===== config.mk =====
export PLATFORM = sky130hd
export DESIGN_NAME = instruction_encoder
export DESIGN_NICKNAME = d
export VERILOG_FILES = /design/src/rtl/encoder_pkg.sv /design/src/rtl/encoder_fifo2.sv /design/src/rtl/instruction_encoder.sv
export SDC_FILE = /design/constraint.sdc
export NUM_CORES = 1
export LEC_CHECK = 0
export CORE_ASPECT_RATIO = 0.5
export CORE_MARGIN = 1
export CORE_UTILIZATION = 51
export DETAILED_ROUTE_END_ITERATION = 12
export GPL_TIMING_DRIVEN = 0
export MAX_ROUTING_LAYER = met4
export PLACE_DENSITY = 0.84
export SYNTH_ARGS = -nofsm -noshare
export SYNTH_HDL_FRONTEND = slang
export SYNTH_HIERARCHICAL = 1
export SYNTH_SLANG_ARGS = --single-unit

===== constraint.sdc =====
create_clock -name clk -period 3 [get_ports clk]
set_input_delay 0.3 -clock clk [delete_from_list [all_inputs] [get_ports clk]]
set_output_delay 0.3 -clock clk [all_outputs]
set_load 0.03 [all_outputs]

===== src/rtl/encoder_pkg.sv =====
// Shared encoder definitions: mnemonic codes, MIPS opcodes and FSM state encoding.
// The opcode constants are also consumed by the control unit.
package encoder_pkg;

  localparam logic [3:0] MN_R_TYPE = 4'd0;
  localparam logic [3:0] MN_ADDI   = 4'd1;
  localparam logic [3:0] MN_ORI    = 4'd2;
  localparam logic [3:0] MN_LUI    = 4'd3;
  localparam logic [3:0] MN_BEQ    = 4'd4;
  localparam logic [3:0] MN_BNE    = 4'd5;
  localparam logic [3:0] MN_ANDI   = 4'd6;
  localparam logic [3:0] MN_LW     = 4'd7;
  localparam logic [3:0] MN_SW     = 4'd8;

  localparam logic [5:0] OPC_SPECIAL = 6'h00;
  localparam logic [5:0] OPC_ADDI    = 6'h08;
  localparam logic [5:0] OPC_ORI     = 6'h0D;
  localparam logic [5:0] OPC_LUI     = 6'h0F;
  localparam logic [5:0] OPC_BEQ     = 6'h04;
  localparam logic [5:0] OPC_BNE     = 6'h05;
  localparam logic [5:0] OPC_ANDI    = 6'h0C;
  localparam logic [5:0] OPC_LW      = 6'h23;
  localparam logic [5:0] OPC_SW      = 6'h2B;

  typedef enum logic [1:0] {
    ST_IDLE = 2'd0,
    ST_RUN  = 2'd1,
    ST_FULL = 2'd2
  } encState_t;

endpackage


===== src/rtl/encoder_fifo2.sv =====
// Two-entry in-order FIFO holding encoded words until the instruction memory takes them.
// Storage is reset so the head reads zero out of reset.
module encoder_fifo2 #(
  parameter int WIDTH = 32
) (
  input  logic             clk,
  input  logic             reset,
  input  logic             clear,
  input  logic             push,
  input  logic [WIDTH-1:0] pushData,
  input  logic             pop,
  output logic [WIDTH-1:0] headData,
  output logic [1:0]       count,
  output logic             empty,
  output logic             full
);

  logic [WIDTH-1:0] mem [2];
  logic             rdPtr;
  logic             wrPtr;
  logic [1:0]       countQ;
  logic             doPush;
  logic             doPop;

  assign empty    = (countQ == 2'd0);
  assign full     = (countQ == 2'd2);
  assign count    = countQ;
  assign headData = mem[rdPtr];
  assign doPush   = push && !full;
  assign doPop    = pop && !empty;

  always_ff @(posedge clk or posedge reset) begin
    if (reset) begin
      mem[0] <= '0;
      mem[1] <= '0;
      rdPtr  <= 1'b0;
      wrPtr  <= 1'b0;
      countQ <= 2'd0;
    end else if (clear) begin
      rdPtr  <= 1'b0;
      wrPtr  <= 1'b0;
      countQ <= 2'd0;
    end else begin
      if (doPush) begin
        mem[wrPtr] <= pushData;
        wrPtr      <= ~wrPtr;
      end
      if (doPop) rdPtr <= ~rdPtr;
      case ({doPush, doPop})
        2'b10:   countQ <= countQ + 2'd1;
        2'b01:   countQ <= countQ - 2'd1;
        default: countQ <= countQ;
      endcase
    end
  end

endmodule


===== src/rtl/instruction_encoder.sv =====
// Encodes mnemonic requests into MIPS words and streams them into instruction memory
// at consecutive addresses, stopping once the top address has been written.
//
//   state   | meaning
//   IDLE    | nothing accepted since reset/clear
//   RUN     | writing queued words to memory
//   FULL    | top address written; waits for clear
module instruction_encoder
  import encoder_pkg::*;
#(
  parameter int ADDR_WIDTH = 8,
  parameter int BASE_ADDR  = 0
) (
  input  logic                  clk,
  input  logic                  reset,
  input  logic                  clear,
  input  logic                  in_valid,
  output logic                  in_ready,
  input  logic [3:0]            in_op,
  input  logic [4:0]            in_rs,
  input  logic [4:0]            in_rt,
  input  logic [4:0]            in_rd,
  input  logic [4:0]            in_shamt,
  input  logic [5:0]            in_funct,
  input  logic [15:0]           in_imm,
  output logic                  wr_en,
  output logic [ADDR_WIDTH-1:0] wr_addr,
  output logic [31:0]           wr_data,
  input  logic                  wr_ready,
  output logic                  illegal,
  output logic [ADDR_WIDTH:0]   instr_count,
  output logic                  mem_full
);

  localparam logic [ADDR_WIDTH+1:0] CAPACITY  = (ADDR_WIDTH+2)'((2 ** ADDR_WIDTH) - BASE_ADDR);
  localparam logic [ADDR_WIDTH-1:0] BASE      = ADDR_WIDTH'(BASE_ADDR);
  localparam logic [ADDR_WIDTH-1:0] LAST_ADDR = '1;

  encState_t             state;
  logic [ADDR_WIDTH-1:0] wrAddrQ;
  logic [ADDR_WIDTH:0]   instrCountQ;
  logic                  illegalQ;
  logic [5:0]            opcode;
  logic                  opLegal;
  logic [31:0]           encWord;
  logic                  accept;
  logic                  pushLegal;
  logic                  writeDone;
  logic [31:0]           fifoHead;
  logic [1:0]            fifoCount;
  logic                  fifoEmpty;
  logic                  fifoFull;
  logic [ADDR_WIDTH+1:0] committed;

  always_comb begin
    opcode  = OPC_SPECIAL;
    opLegal = 1'b1;
    case (in_op)
      MN_R_TYPE: opcode = OPC_SPECIAL;
      MN_ADDI:   opcode = OPC_ADDI;
      MN_ORI:    opcode = OPC_ORI;
      MN_LUI:    opcode = OPC_LUI;
      MN_BEQ:    opcode = OPC_BEQ;
      MN_BNE:    opcode = OPC_BNE;
      MN_ANDI:   opcode = OPC_ANDI;
      MN_LW:     opcode = OPC_LW;
      MN_SW:     opcode = OPC_SW;
      default:   opLegal = 1'b0;
    endcase
    if (in_op == MN_R_TYPE)
      encWord = {opcode, in_rs, in_rt, in_rd, in_shamt, in_funct};
    else
      encWord = {opcode, (in_op == MN_LUI) ? 5'd0 : in_rs, in_rt, in_imm};
  end

  // Words already written plus words queued must never exceed the address space left.
  assign committed = {1'b0, instrCountQ} + (ADDR_WIDTH+2)'(fifoCount);
  assign in_ready  = !clear && !fifoFull && (committed < CAPACITY);
  assign accept    = in_valid && in_ready;
  assign pushLegal = accept && opLegal;
  assign writeDone = wr_en && wr_ready;

  encoder_fifo2 #(.WIDTH(32)) u_fifo (
    .clk      (clk),
    .reset    (reset),
    .clear    (clear),
    .push     (pushLegal),
    .pushData (encWord),
    .pop      (writeDone),
    .headData (fifoHead),
    .count    (fifoCount),
    .empty    (fifoEmpty),
    .full     (fifoFull)
  );

  always_ff @(posedge clk or posedge reset) begin
    if (reset) begin
      state       <= ST_IDLE;
      wrAddrQ     <= BASE;
      instrCountQ <= '0;
      illegalQ    <= 1'b0;
    end else if (clear) begin
      state       <= ST_IDLE;
      wrAddrQ     <= BASE;
      instrCountQ <= '0;
      illegalQ    <= 1'b0;
    end else begin
      if (accept && !opLegal) illegalQ <= 1'b1;
      if (writeDone) instrCountQ <= instrCountQ + (ADDR_WIDTH+1)'(1);
      case (state)
        ST_IDLE: if (pushLegal) state <= ST_RUN;
        ST_RUN: begin
          // The address holds at the top rather than wrapping back to zero.
          if (writeDone) begin
            if (wrAddrQ == LAST_ADDR) state <= ST_FULL;
            else wrAddrQ <= wrAddrQ + ADDR_WIDTH'(1);
          end
        end
        ST_FULL: state <= ST_FULL;
        default: state <= ST_IDLE;
      endcase
    end
  end

  assign wr_en       = (state == ST_RUN) && !fifoEmpty;
  assign wr_addr     = wrAddrQ;
  assign wr_data     = fifoHead;
  assign illegal     = illegalQ;
  assign instr_count = instrCountQ;
  assign mem_full    = (state == ST_FULL);

endmodule


# Word level (Yosys, flattened, before mapping)
# Cells that the tools add are included.
# word_totals
regBits	88
# op_classes
eq_ne	18
n_reduce_logical	27
n_bitwise	5
add_sub_neg	5
magnitude_cmp	4
muxes	29
# ops
operator	count
32-bit two-way mux	4
64-bit bitwise mux	1
6-bit case mux with 8 select lines	1
32-bit demux with 1-bit select	1
8-bit two-way mux	4
26-bit two-way mux	1
9-bit two-way mux	2
4-bit by 3-bit equality test with 1-bit output, second input constant	4
9-bit by 2-bit adder with 10-bit output	1
1-bit logical AND	10
10-bit by 9-bit < comparator with 1-bit output, second input constant	1
2-bit two-way mux	5
2-bit nonzero test	5
9-bit by 1-bit adder with 9-bit output, second input constant	1
9-bit OR reduction	1
8-bit by 1-bit adder with 8-bit output, second input constant	1
4-bit by 2-bit equality test with 1-bit output, second input constant	2
8-bit equality test, second input constant	1
1-bit two-way mux	7
2-bit equality test, second input constant	3
3-bit by 2-bit inequality test with 1-bit output, second input constant	2
2-bit case mux with 3 select lines	1
3-bit AND reduction	2
5-bit two-way mux	1
other kinds (17)	26

# Longest topological paths before layout
# depth
word_depth	10
ltp_mapped	8

# Modules after synthesis
# Netlist, hierarchy kept.
# by_module_without_submodules
mod	n_inst	cells_each	seq_area_each_um2	area_each_um2
encoder_fifo2	1	196	1701.6	3118.0
instruction_encoder	1	159	500.5	1519.0

# Least setup slack after synthesis
# Ideal clock, no wire load.
# synth_timing
path_type	reg2reg
start	reg instrCountQ[1], in the netlist instr_count[1]
end	reg u_fifo/mem[0] (netlist bit)
setup_slack_ns	0.437
stages_incl_launch_ff	9
setup_ns	0.125
t_arrival_ns	2.438
path_buffers	2
path_cell_list	dfrtp_1 > ha_1 > a31oi_1 > o311a_4 > inv_1 > or4b_4 > buf_6 > buf_6 > mux2_4
# synth_between
elab_chain_cells	7
# synth_lines
element	line	source
from (decl)	instruction_encoder.sv:41	logic [ADDR_WIDTH:0] instrCountQ;
from (signal assigned)	instruction_encoder.sv:109	if (writeDone) instrCountQ <= instrCountQ + (ADDR_WIDTH+1)'(1);
9-bit by 2-bit adder with 10-bit output	instruction_encoder.sv:77	assign committed = {1'b0, instrCountQ} + (ADDR_WIDTH+2)'(fifoCount);
10-bit by 9-bit < comparator with 1-bit output	instruction_encoder.sv:78	assign in_ready = !clear && !fifoFull && (committed < CAPACITY);
1-bit logical AND	instruction_encoder.sv:78	
1-bit logical AND	instruction_encoder.sv:79	assign accept = in_valid && in_ready;
1-bit logical AND	instruction_encoder.sv:80	assign pushLegal = accept && opLegal;
named net pushLegal	instruction_encoder.sv:47	logic pushLegal;
1-bit logical AND	encoder_fifo2.sv:29	assign doPush = push && !full;
2-bit AND reduction (no source line)	--	
to (signal, indexed assignment)	encoder_fifo2.sv:45	mem[wrPtr] <= pushData;
to (decl)	encoder_fifo2.sv:18	logic [WIDTH-1:0] mem [2];
# The timed path passes the listed nets, and every way through them passes these cells.
# A chain may end at the register's enable or synchronous reset.

# Worst setup path in the final report
# layout_timing
start	reg u_fifo.rdPtr
end	out wr_data[11]
# layout_between
elab_chain_cells	4
# layout_lines
element	line	source
from (decl)	encoder_fifo2.sv:19	logic rdPtr;
from (signal assigned)	encoder_fifo2.sv:48	if (doPop) rdPtr <= ~rdPtr;
1-bit inverter with 2-bit output (not written as such)	encoder_fifo2.sv:28	assign headData = mem[rdPtr];
32-bit two-way mux (not written as such) (3 in series)	encoder_fifo2.sv:28	
to (decl)	instruction_encoder.sv:28	output logic [31:0] wr_data,
# No other way between the ends. The select of a mux whose other input is x is not followed.

==> results.md <==
- Mapped cell area: 4640 um2
- H-Tree Depth: 3
- Post-route DRC: 0
- EDFF count, synth: 0
- Final Hold Viols: 0
- Multi-input gate area: 2280 um2
- Fillers: 656
- Gpl congestion: 0.838
- Max Cap Viol: 0
- Worst Min Path Start: in_op[0]
- R2R depth: 8
- Die width: 137 um
- Async SR Flop Fraction: 100%
- Setup Fix Bufs, Post-CTS: 0
- Setup violators final: 0
- Dpl cells: 572
- TritonCTS clock tree: done
- Die Ht: 69.4 um
- Hold endpoint: u_fifo/mem[61]
- Post-route ant nets: 0
- Number of library cell types mapped by synthesis: 52
- Reg area: 2200 um2
- GRT Residual Overflow: 0
- Slew @ Worst Pin: 0.842 ns
- Ratio of final minimum period to clock period: 92.8%
- Commonest non-fill, non-tap cells in the layout: 99 x clkdlybuf4s50_1, 88 x dfrtp_1, 80 x mux2_2, 30 x mux2_4, 17 x nor2_1
- Port bufs: 99
- CP Data Required Time: 2.70 ns
- FP Rows: 24
- Core area: 8770 um2
- Synth Flop Type: dfrtp_1
- Layout Nets: 523
- Largest fanout on the critical path: 10
- Layout Skew: 0.00419 ns
- Clk Latency, worst-skew pair: 0.34 ns
- R2r endpoint: u_fifo/mem[13]
- Arrival @ worst endpoint: 2.48 ns
- Synthesized instance count: 355
- Resized cells post-CTS: 0
- FF-to-FF setup slack: 0.33 ns
- Post-place setup slack: -0.308 ns
- Area Overhead vs Synth: 31.1%
- CTS Hold Bufs: 0
- Drt first pass iters: 4
- Vias per cell: 5.37
- Max clock buf depth: 2
- Proportion of layout cells with a drive suffix above 1: 32.1%
- Hold Path Class: primary input to register
- Clock-pin slew of the registers on the worst-case setup and hold paths: 0.06 ns
- # IOs: 104
- Root buf cell: clkbuf_16
- Syn avg cell area: 13.1 um2
- Initial Utilization: 52.9%
- WL per Instance: 16.8 um
- CTS Sinks: 88
- F_max: 359 MHz
- Post-Layout Cell Count: 588
- CTS buffer count: 9
- Tot GR Track Use: 23.2%
- Final slew viol count: 0
- Slew margin rel.: 43.9%
- Drt total wl: 9.86 mm
- Die ar.: 9500 um2
- First-pass GRT wire length: 16.2 mm
- R2r startpoint: u_fifo/count[1]
- Worst Setup End Kind: primary output
- Final min period: 2.78 ns
- Pin count of the biggest net entering global routing: 69
- Post-DP HPWL: 6.84 mm
- Most common cell after layout, fill and taps aside: clkdlybuf4s50_1
- RSZ-0062 raised after global routing: no
- Ys Warns: 6
- Cells on Worst Hold Path: 3
- Status: finished, final reports clean
- LEAKAGE: 2.68 nW
- Antenna Cells: 0
- Power density over cell area: 570 nW/um2
- Vias: 3160
- Sequential-to-total area share from yosys stat: 47.5%
- Iter 0 DRT Violations: 202
- #FFs+latches synth: 88
- Peak VDD IR: 372 uV
- Final setup margin: 0.216 ns
- CP Launch Type: register
- Kind of critical path: register to primary output
- Vias in the first global route: 3241
- Antenna violations before repair: 0
-- layer usage --
metal | track usage [%] | wire length, um | part of all wire [%] | up-vias
met5 | - | 0 | 0 | -
met4 | 6.23 | 99 | 1.0 | 0
met3 | 5.26 | 558 | 5.7 | 9
met2 | 37.6 | 4810 | 49 | 84
met1 | 29.4 | 4390 | 44 | 1571
li1 | - | - | - | 1496
-- layout make-up --
cell class	instances	share of cell area, %
Inverter	10	0.659
Multi-Input combinational cell	240	37.5
Clock inverter	6	0.741
Timing Repair Buffer	99	16.3
Sequential cell	88	36.2
Clock buffer	10	3.93
Tap cell	117	2.41
Buffer	18	2.22
-- cell usage after synthesis (2+ instances only) --
cell type / instances / share of area (%)
dfrtp_1: 88 / 47
mux2_2: 80 / 19
mux2_4: 30 / 9.7
nor2_1: 17 / 1.4
a21oi_1: 10 / 1.1
nand2_1: 10 / 0.81
inv_1: 9 / 0.73
buf_6: 7 / 1.7
nor2b_1: 7 / 0.94
o21ai_0: 7 / 0.76
xor2_1: 7 / 1.3
clkbuf_1: 6 / 0.49
ha_1: 6 / 1.6
xnor2_1: 6 / 1.1
nor3_1: 5 / 0.54
buf_2: 4 / 0.43
o211ai_1: 4 / 0.65
nand3_1: 3 / 0.32
nand4_1: 3 / 0.40
o31ai_1: 3 / 0.49
or4_1: 3 / 0.49
a31oi_1: 2 / 0.27
and2_1: 2 / 0.27
mux2_1: 2 / 0.49
mux2i_1: 2 / 0.43
nand2b_1: 2 / 0.27
o2111ai_1: 2 / 0.38
o21a_1: 2 / 0.32
or2_2: 2 / 0.27
or3_2: 2 / 0.32
-- cells by family after synthesis --
logic type,Yosys count,synth area share [%]
AOI/OAI and AO/OA,35,4.99
xor gates and xnor gates,13,2.46
adders and majority gates,6,1.62
buffers and inverters,28,3.72
DFF,88,47.5
muxes,114,30.1
other,1,0.0809
and+or+nand+nor,70,9.58
-- critical path, stage by stage, from the launching register on --
cell	delay [ns]
dfrtp_1	0.33
clkbuf_1	0.26
clkbuf_1	0.53
mux2_2	0.41
clkdlybuf4s50_1	0.61
-- flip-flops by register name, indices dropped and copies added (netlist names) --
register,count
u_fifo/count,2
u_fifo/wrPtr,1
u_fifo/rdPtr,1
u_fifo/mem,64
wr_addr,8
instr_count,9
state,2
illegal,1
-- worst max-delay path by stage --
stage | from | to | slack [ns] | cells past startpoint
3_3_place_gp | clear | u_fifo/mem[45] | -0.30 | 7
5_1_grt | u_fifo/rdPtr | wr_data[11] | 0.09 | 4
6_report | u_fifo/rdPtr | wr_data[11] | 0.22 | 4
4_1_cts | clear | u_fifo/mem[51] | 0.05 | 7
3_5_place_dp | clear | u_fifo/mem[43] | -0.31 | 7
2_1_floorplan | instr_count[1] | u_fifo/mem[0] | 0.44 | 8
-- power breakdown --
group | internal (mW) | leakage (nW) | switching, mW
sequential | 1.36 | 1.15 | 0.0905
combinational | 0.515 | 1.39 | 0.448
clock | 0.585 | 0.131 | 0.466
total | 2.46 | 2.68 | 1.00
-- metrics by stage --
stage                     util, %  hold slack, ns  power [mW]  TNS (ns)  area [um2]
final                        69.3           0.404        3.47         0        6080
after global routing         69.3           0.409        3.61         0        6080
after CTS                    69.2           0.386        3.50         0        6060
after detailed placement     65.9           0.477        2.44    -13.32        5780
after global placement       65.9           0.465        2.41    -25.86        5780
after floorplan                 -           0.264        2.07         0        4640
(Power assumes the default switching activity.)
